===== src/rtl/spi_xfer_arbiter.sv =====
// spi_xfer_arbiter: shares one SPI byte engine between two requesters with round-robin grant
// and owns chip-select setup/gap/hold/idle timing. Optional byte watchdog: SPI_XFER_TIMEOUT_EN.
module spi_xfer_arbiter #(
    parameter int LEN_W    = 4,
    parameter int CS_SETUP = 2,
    parameter int CS_GAP   = 1,
    parameter int CS_HOLD  = 1,
    parameter int CS_IDLE  = 2,
    parameter int TIMEOUT  = 255
) (
    input  logic             i2c_wb_clk_i,
    input  logic             i2c_wb_rst_i,
    input  logic [1:0]       req_i,
    input  logic [LEN_W-1:0] len0_i,
    input  logic [LEN_W-1:0] len1_i,
    input  logic [7:0]       tx0_i,
    input  logic [7:0]       tx1_i,
    output logic [1:0]       gnt_o,
    output logic             byte_take_o,
    output logic [7:0]       rx_data_o,
    output logic [1:0]       rx_valid_o,
    output logic [1:0]       cs_n_o,
    output logic             spi_start_o,
    output logic [7:0]       spi_tx_o,
    input  logic             spi_done_i,
    input  logic [7:0]       spi_rx_i,
    output logic             busy_o,
    output logic             err_o
);

    typedef enum logic [2:0] {
        S_IDLE    = 3'd0,
        S_SETUP   = 3'd1,
        S_START   = 3'd2,
        S_WAIT    = 3'd3,
        S_GAP     = 3'd4,
        S_HOLD    = 3'd5,
        S_RELEASE = 3'd6
    } state_t;

    localparam logic [15:0] SETUP_LD = 16'(CS_SETUP);
    localparam logic [15:0] GAP_LD   = 16'(CS_GAP);
    localparam logic [15:0] HOLD_LD  = 16'(CS_HOLD);
    // RELEASE and the deciding IDLE cycle already keep CS high for two cycles.
    localparam logic [15:0] IDLE_LD  = 16'((CS_IDLE > 2) ? (CS_IDLE - 2) : 0);

    state_t           state_reg, state_next;
    logic [15:0]      cnt_reg, cnt_next;
    logic [15:0]      idle_reg, idle_next;
    logic [LEN_W-1:0] rem_reg, rem_next;
    logic [1:0]       gnt_reg, gnt_next;
    logic             last_reg, last_next;
    logic [7:0]       rx_data_reg;
    logic [1:0]       rx_valid_reg;
    logic             win;
    logic [LEN_W-1:0] win_len;
    logic             timeout;

`ifdef SPI_XFER_TIMEOUT_EN
    localparam logic [15:0] TO_LIM = 16'((TIMEOUT > 1) ? (TIMEOUT - 1) : 0);

    logic [15:0] wd_reg, wd_next;
    logic        err_reg;

    // wd_reg counts cycles since the byte's START, so expiry lands TIMEOUT cycles after it.
    assign timeout = (state_reg == S_WAIT) && !spi_done_i && (wd_reg >= TO_LIM);

    always_comb begin
        wd_next = wd_reg;
        if (state_reg == S_START) begin
            wd_next = 16'd1;
        end else if (state_reg == S_WAIT && wd_reg != 16'hFFFF) begin
            wd_next = wd_reg + 16'd1;
        end
    end

    always_ff @(posedge i2c_wb_clk_i or posedge i2c_wb_rst_i) begin
        if (i2c_wb_rst_i) begin
            wd_reg  <= 16'd0;
            err_reg <= 1'b0;
        end else begin
            wd_reg  <= wd_next;
            err_reg <= timeout;
        end
    end

    assign err_o = err_reg;
`else
    assign timeout = 1'b0;
    // Constant low; the comparison only keeps TIMEOUT referenced in this build.
    assign err_o   = (TIMEOUT < 0);
`endif

    // Round-robin pick: a sole requester wins, a tie goes to the one not granted last.
    always_comb begin
        if (req_i == 2'b11) begin
            win = ~last_reg;
        end else begin
            win = req_i[1];
        end
        win_len = win ? len1_i : len0_i;
    end

    // State register
    always_ff @(posedge i2c_wb_clk_i or posedge i2c_wb_rst_i) begin
        if (i2c_wb_rst_i) begin
            state_reg    <= S_IDLE;
            cnt_reg      <= 16'd0;
            idle_reg     <= 16'd0;
            rem_reg      <= '0;
            gnt_reg      <= 2'b00;
            last_reg     <= 1'b1;
            rx_data_reg  <= 8'h00;
            rx_valid_reg <= 2'b00;
        end else begin
            state_reg    <= state_next;
            cnt_reg      <= cnt_next;
            idle_reg     <= idle_next;
            rem_reg      <= rem_next;
            gnt_reg      <= gnt_next;
            last_reg     <= last_next;
            rx_valid_reg <= (state_reg == S_WAIT && spi_done_i) ? gnt_reg : 2'b00;
            if (state_reg == S_WAIT && spi_done_i) begin
                rx_data_reg <= spi_rx_i;
            end
        end
    end

    // Next-state logic
    always_comb begin
        state_next = state_reg;
        cnt_next   = cnt_reg;
        idle_next  = idle_reg;
        rem_next   = rem_reg;
        gnt_next   = gnt_reg;
        last_next  = last_reg;
        unique case (state_reg)
            S_IDLE: begin
                if (idle_reg != 16'd0) begin
                    idle_next = idle_reg - 16'd1;
                end else if (req_i != 2'b00) begin
                    gnt_next  = win ? 2'b10 : 2'b01;
                    last_next = win;
                    rem_next  = win_len;
                    if (win_len == '0) begin
                        if (CS_HOLD == 0) begin
                            state_next = S_RELEASE;
                        end else begin
                            state_next = S_HOLD;
                            cnt_next   = HOLD_LD;
                        end
                    end else if (CS_SETUP == 0) begin
                        state_next = S_START;
                    end else begin
                        state_next = S_SETUP;
                        cnt_next   = SETUP_LD;
                    end
                end
            end
            S_SETUP: begin
                if (cnt_reg <= 16'd1) begin
                    state_next = S_START;
                end else begin
                    cnt_next = cnt_reg - 16'd1;
                end
            end
            S_START: begin
                rem_next   = (rem_reg != '0) ? rem_reg - 1'b1 : '0;
                state_next = S_WAIT;
            end
            S_WAIT: begin
                if (spi_done_i && rem_reg != '0) begin
                    if (CS_GAP == 0) begin
                        state_next = S_START;
                    end else begin
                        state_next = S_GAP;
                        cnt_next   = GAP_LD;
                    end
                end else if (spi_done_i || timeout) begin
                    // Last byte done, or watchdog expiry abandons the rest.
                    if (CS_HOLD == 0) begin
                        state_next = S_RELEASE;
                    end else begin
                        state_next = S_HOLD;
                        cnt_next   = HOLD_LD;
                    end
                end
            end
            S_GAP: begin
                if (cnt_reg <= 16'd1) begin
                    state_next = S_START;
                end else begin
                    cnt_next = cnt_reg - 16'd1;
                end
            end
            S_HOLD: begin
                if (cnt_reg <= 16'd1) begin
                    state_next = S_RELEASE;
                end else begin
                    cnt_next = cnt_reg - 16'd1;
                end
            end
            S_RELEASE: begin
                gnt_next   = 2'b00;
                idle_next  = IDLE_LD;
                state_next = S_IDLE;
            end
            default: begin
                state_next = S_IDLE;
                gnt_next   = 2'b00;
            end
        endcase
    end

    // Output decode; grant and CS are only visible while a transaction owns the bus.
    always_comb begin
        gnt_o       = 2'b00;
        spi_start_o = 1'b0;
        byte_take_o = 1'b0;
        spi_tx_o    = 8'h00;
        busy_o      = (state_reg != S_IDLE);
        unique case (state_reg)
            S_SETUP, S_WAIT, S_GAP, S_HOLD: begin
                gnt_o = gnt_reg;
            end
            S_START: begin
                gnt_o       = gnt_reg;
                spi_start_o = 1'b1;
                byte_take_o = 1'b1;
                spi_tx_o    = gnt_reg[1] ? tx1_i : tx0_i;
            end
            default: begin
                gnt_o = 2'b00;
            end
        endcase
    end

    generate
        for (genvar gi = 0; gi < 2; gi++) begin : g_cs
            assign cs_n_o[gi] = ~gnt_o[gi];
        end
    endgenerate

    assign rx_data_o  = rx_data_reg;
    assign rx_valid_o = rx_valid_reg;

endmodule


===== config.mk =====
export PLATFORM = sky130hd
export DESIGN_NAME = spi_xfer_arbiter
export DESIGN_NICKNAME = d
export VERILOG_FILES = /design/src/rtl/spi_xfer_arbiter.sv
export SDC_FILE = /design/constraint.sdc
export NUM_CORES = 1
export LEC_CHECK = 0
export CAP_MARGIN = 5
export CORE_MARGIN = 2
export CORE_UTILIZATION = 55
export CTS_CLUSTER_DIAMETER = 60
export DETAILED_ROUTE_END_ITERATION = 10
export PLACE_DENSITY_LB_ADDON = 0.15
export SETUP_SLACK_MARGIN = 0.05
export SYNTH_ARGS = -nofsm -noshare
export SYNTH_HDL_FRONTEND = slang
export SYNTH_SLANG_ARGS = --single-unit

===== constraint.sdc =====
create_clock -name i2c_wb_clk_i -period 4.2 [get_ports i2c_wb_clk_i]
set_input_delay 0.42 -clock i2c_wb_clk_i [delete_from_list [all_inputs] [get_ports i2c_wb_clk_i]]
set_output_delay 0.42 -clock i2c_wb_clk_i [all_outputs]
set_load 0.01 [all_outputs]

* After elaboration in Yosys (flattened, before gate mapping)
Index checks and enable logic that the tools add are counted.
** Word-level totals
- Register bits after elaboration :: 52
- Output and inout port bits :: 26
- Word-level logic and storage cells :: 83
- Input bits :: 37
** Cells by class
- Equality and inequality tests :: 14
- Order comparisons :: 1
- Reduce and logical (&&, ||, !) cells :: 20
- Add/sub/neg operators :: 3
- Mux-type cells :: 32
- Bitwise gates (word level) :: 5
** Operators with widths (number)
- two-way mux 16 bit :: 6
- one-hot mux 16 bit (3 select lines) :: 1
- one-hot mux 16 bit (2 select lines) :: 1
- subtractor 16 x 1 -> 16 bit, second input constant :: 2
- two-way mux 3 bit :: 7
- <= comparator 16 x 1 -> 1 bit, second input constant :: 1
- two-way mux 4 bit :: 4
- two-way mux 8 bit :: 2
- nonzero test 16 bit :: 1
- one-hot mux 3 bit (5 select lines) :: 1
- two-way mux 2 bit :: 6
- != test 2 bit, second input constant :: 5
- AND reduction 5 bit :: 2
- equality test 3 bit, second input constant :: 3
- AND reduction 3 bit :: 3
- one-hot mux 4 bit (2 select lines) :: 1
- equality test 3 x 2 -> 1 bit, second input constant :: 2
- nonzero test 2 bit :: 3
- nonzero test 3 bit :: 2
- inverter 1 bit :: 5
- OR reduction 5 bit :: 1
- logical NOT 4 bit :: 1
- one-hot mux 2 bit (2 select lines) :: 1
- nonzero test 4 bit :: 1
- 11 further kinds :: 13

* Depth between registers and ports, before layout
- Word-level depth :: 8
- Gate-level depth with buffers :: 10
- Mapped depth without buffers :: 8

* Least setup slack after synthesis
Ideal clock, no wire load.
- Kind :: register to register
- Start :: reg idle_reg[4]
- End :: reg rem_reg[2]
- Arrival time :: 2381 ps
- Setup slack :: 1708 ps
- Cell stages (with the launch flop) :: 9
- Path buffers :: 2
- Library setup time :: 111 ps
- Required time :: 4089 ps
- Clock period less this slack :: 2492 ps
- Cells stage by stage :: dfrtp_1 -> or3_1 -> buf_2 -> or4_1 -> buf_2 -> o21ai_4 -> o311ai_2 -> or3_1 -> a222oi_1
** Between the ends
- Word-level cells in the longest chain between the ends :: 3
** RTL lines
- start: declaration :: RTL line 49 : logic [15:0] idle_reg, idle_next;
- start signal: assignment :: RTL line 118 : idle_reg <= idle_next;
- nonzero test 16 bit :: RTL line 139 : if (idle_reg != 16'd0) begin
- != test 2 bit (no line)
- AND reduction 3 bit (no line)
- end signal: assignment :: RTL line 119 : rem_reg <= rem_next;
- end: declaration :: RTL line 50 : logic [LEN_W-1:0] rem_reg, rem_next;
Every way passes these cells.
A chain may end at the register's enable or synchronous reset.

* Worst setup path after layout
- Start :: reg state_reg[1]
- End :: out cs_n_o[1]
** Between the ends
- Word-level cells in the longest chain between the ends :: 4
- Elaborated cells between the ends (all ways) :: 8
- Classes of those cells :: 5 x eq/ne; 1 x mux; 1 x bitwise; 1 x reduce/logical
** RTL lines
- start: declaration :: RTL line 47 : state_t state_reg, state_next;
- start signal: assignment :: RTL line 116 : state_reg <= state_next;
- equality test 3 x 2 -> 1 bit (tied with other cells) :: RTL line 222 : unique case (state_reg)
- OR reduction 5 bit (no line) *
- two-way mux 2 bit * :: RTL line 222
- inverter 1 bit * :: RTL line 240 : assign cs_n_o[gi] = ~gnt_o[gi];
- end: declaration :: RTL line 22 : output logic [1:0] cs_n_o,
Mark *: on every way between the ends. The rest lies on a longest branch, timed or not.

==> flow_metrics.env <==
export IMPL_async_flop_share_pct=100
export IMPL_critPathLaunchType="flip-flop"
export IMPL_power_density_mw_per_mm2=448
export IMPL_post_cts_setup_buffers=0
export IMPL_clockBufferDepth=2
export IMPL_power_leakage_nw=1.56
export IMPL_cts_root_buffer="clkbuf_8"
export IMPL_min_from="cnt_reg[14]"
export IMPL_ant_nets=0
export IMPL_fill_cells=412
export IMPL_grt_pass1_vias=2447
export IMPL_path_cells="nor3_1 -> inv_1 -> nand3_1 -> clkdlybuf4s50_1"
export IMPL_slowest_stage="nor3_1"
export IMPL_tightest_slew_ns=1.06
export IMPL_portBuffers=61
export IMPL_hold_path_end="cnt_reg[14]"
export IMPL_synth_seq_area_share_pct=45.1
export IMPL_timing_final_crit_share_pct=71.2
export IMPL_clk_pin_slew_worst_paths_ns=0.09
export IMPL_ys_ff_latch=52
export IMPL_h_tree_depth=2
export IMPL_rrSetupSlack_ns=1.27
export IMPL_hold_buffers=0
export IMPL_initial_core_util_pct=56.9
export IMPL_slew_headroom_pct=28.9
export IMPL_nets=413
export IMPL_synthToLayoutAreaGrowth_pct=25.0
export IMPL_grt_pass1_wl_um=10700
export IMPL_clock_sinks=52
export IMPL_die_y_um=76.5
export IMPL_syn_nets=361
export IMPL_die_area_mm2=0.00585
export IMPL_synthCells=320
export IMPL_grt_max_degree=53
export IMPL_clk_latency_ns=0.31
export IMPL_r2r_end="cnt_reg[9]"
export IMPL_critPathCaptureType="output port"
export IMPL_io_pins=63
export IMPL_reg2reg_from="cnt_reg[7]"
export IMPL_core_area_mm2=0.00507
export IMPL_period_minus_slack_ns=2.99
export IMPL_fin_skew_ns=0.00993
export IMPL_die_x_um=76.5
export IMPL_maxCapViolations=0
export IMPL_power_mw=1.62
export IMPL_rsz0062_at_grt="false"
export IMPL_num_rows=26
export IMPL_slew_violations=0
export IMPL_synth_edf_count=0
export IMPL_syn_area_mm2=0.00289
export IMPL_drt_iter0_drc=106
export IMPL_worstSetupPathType="flip-flop to output port"
export IMPL_worstPathRequired_ns=3.78
export IMPL_synth_distinct_cells=48
export IMPL_setup_viol=0
export IMPL_wl_per_cell_um=13.8
export IMPL_min_path_cells=1
export IMPL_routed_wl_um=6110
export IMPL_syn_area_per_cell_um2=9.02
export IMPL_finalSetupTns_ns=0
export IMPL_vias_per_cell=5.63
export IMPL_insertedDiodeCount=0
export IMPL_max_stage_delay_ns=0.76
export IMPL_hold_path_class="flip-flop to flip-flop"
export IMPL_fmax_mhz=334
export IMPL_drive_gt1_share_pct=7.51
export IMPL_arrival_ns=2.57
export IMPL_ir_worst_vdd_uv=255
export IMPL_grt_overflow=0
export IMPL_hold_violations=0
export IMPL_drc=0
export IMPL_postCtsResizedCells=0
export IMPL_num_vias=2495
export IMPL_cts_tree="done"
export IMPL_grt_util_all_layers_pct=22.1
export IMPL_gp_congestion=0.825
export IMPL_cts_made_buffers=5
export IMPL_rr_worst_depth=6
export IMPL_synth_ff_type="dfrtp_1"
export IMPL_path_max_fanout=15
export IMPL_hpwl_um=4430
export IMPL_status="finished, final reports clean"
export IMPL_drt_pass1_iterations=4
export IMPL_antenna_found_initial=0
export IMPL_yosysWarnings=0
-- per-stage QoR --
stage,instance area [um2],std cells,worst slack (ns),utilization [%],hold WS [ns]
2_1_floorplan,2890,320,1.71,-,0.446
3_5_place_dp,3520,435,1.26,69.3,0.475
4_1_cts,3610,443,1.19,71.1,0.488
6_report,3610,443,1.21,71.1,0.485
5_1_grt,3610,443,0.958,71.1,0.510
3_3_place_gp,3520,435,1.37,69.3,0.470
-- cells in the final DEF (no fill, tap or decap), types with 2 or more instances in the layout --
cell,n
and3_1,2
nor3b_1,2
or4_1,4
nor2b_1,2
a21oi_1,12
a31oi_1,2
o41ai_1,6
o21ai_1,2
nor2_1,46
o311ai_2,2
xnor2_1,7
o21ai_0,33
clkdlybuf4s50_1,61
dfrtp_1,51
or3_1,8
clkbuf_8,6
o2111ai_1,2
nor4_1,4
or2_2,3
ha_1,4
nand3_1,12
nand2_1,27
and2_1,2
nor3_1,14
mux2_2,11
inv_1,12
o31ai_1,2
mux2i_1,13
-- worst max-delay path by stage --
stage | from | endpoint | depth (start not counted)
after floorplan | idle_reg[4] | rem_reg[2] | 8
after CTS | state_reg[1] | cs_n_o[1] | 4
after global routing | cnt_reg[7] | cnt_reg[12] | 6
final | state_reg[1] | cs_n_o[1] | 4
after detailed placement | cnt_reg[7] | cnt_reg[9] | 6
after global placement | cnt_reg[7] | cnt_reg[13] | 6
-- worst max-delay path: cells and delay by family (launching register included) --
family                 cells  cell delay (ns)
AND/OR/NAND/NOR            2             0.95
buffers and inverters      2             0.77
flip-flops                 1             0.54
-- layer usage --
layer  wire length [um]  vias up  GRT usage [%]
met5                  0        -              0
met4                 42        0           5.64
met3                471        6           6.75
met2               2840       79           35.1
met1               2760     1177           29.7
li1                   -     1233              -
-- cell type report --
type / instances / area (um2) / share of cell area, %
clock inverters: 1 / 7.51 / 0.208
multi-input cells: 239 / 1470 / 40.6
repair buffers: 61 / 611 / 16.9
well taps: 70 / 87.6 / 2.43
clock buffers: 7 / 86.3 / 2.39
inverters: 13 / 48.8 / 1.35
flip-flops and latches: 52 / 1300 / 36.1
-- where the power goes --
part           total (mW)  leakage (nW)  switching (mW)  internal [mW]
logic               0.542         0.835           0.275          0.267
clock network       0.297        0.0445           0.163          0.134
registers           0.777         0.681           0.157          0.620
-- synth_stat cells (4+ instances only) --
library cell | instances | share of area [%]
dfrtp_1 | 51 | 44
nor2_1 | 46 | 6.0
o21ai_0 | 33 | 5.7
nand2_1 | 27 | 3.5
nor3_1 | 14 | 2.4
inv_1 | 13 | 1.7
mux2i_1 | 13 | 4.5
a21oi_1 | 12 | 2.1
nand3_1 | 12 | 2.1
clkbuf_1 | 11 | 1.4
mux2_2 | 11 | 4.3
or3_1 | 8 | 1.7
xnor2_1 | 7 | 2.1
o41ai_1 | 6 | 1.8
ha_1 | 4 | 1.7
nor4_1 | 4 | 0.87
or4_1 | 4 | 1.0
-- cells by family (layout without fill, tap and decap cells) --
family          after synthesis  count (layout)  share of synthesized area, %
fa+ha+maj                     4               4                          1.73
mux                          24              24                          8.80
simple gates                131             131                          21.9
flops                        52              52                          45.1
compound gates               71              71                          15.8
buf+inv                      29              82                          4.12
other cells                   1               1                         0.130
xor+xnor                      8               8                          2.43
Note: power is estimated with default switching activity, not from simulation.
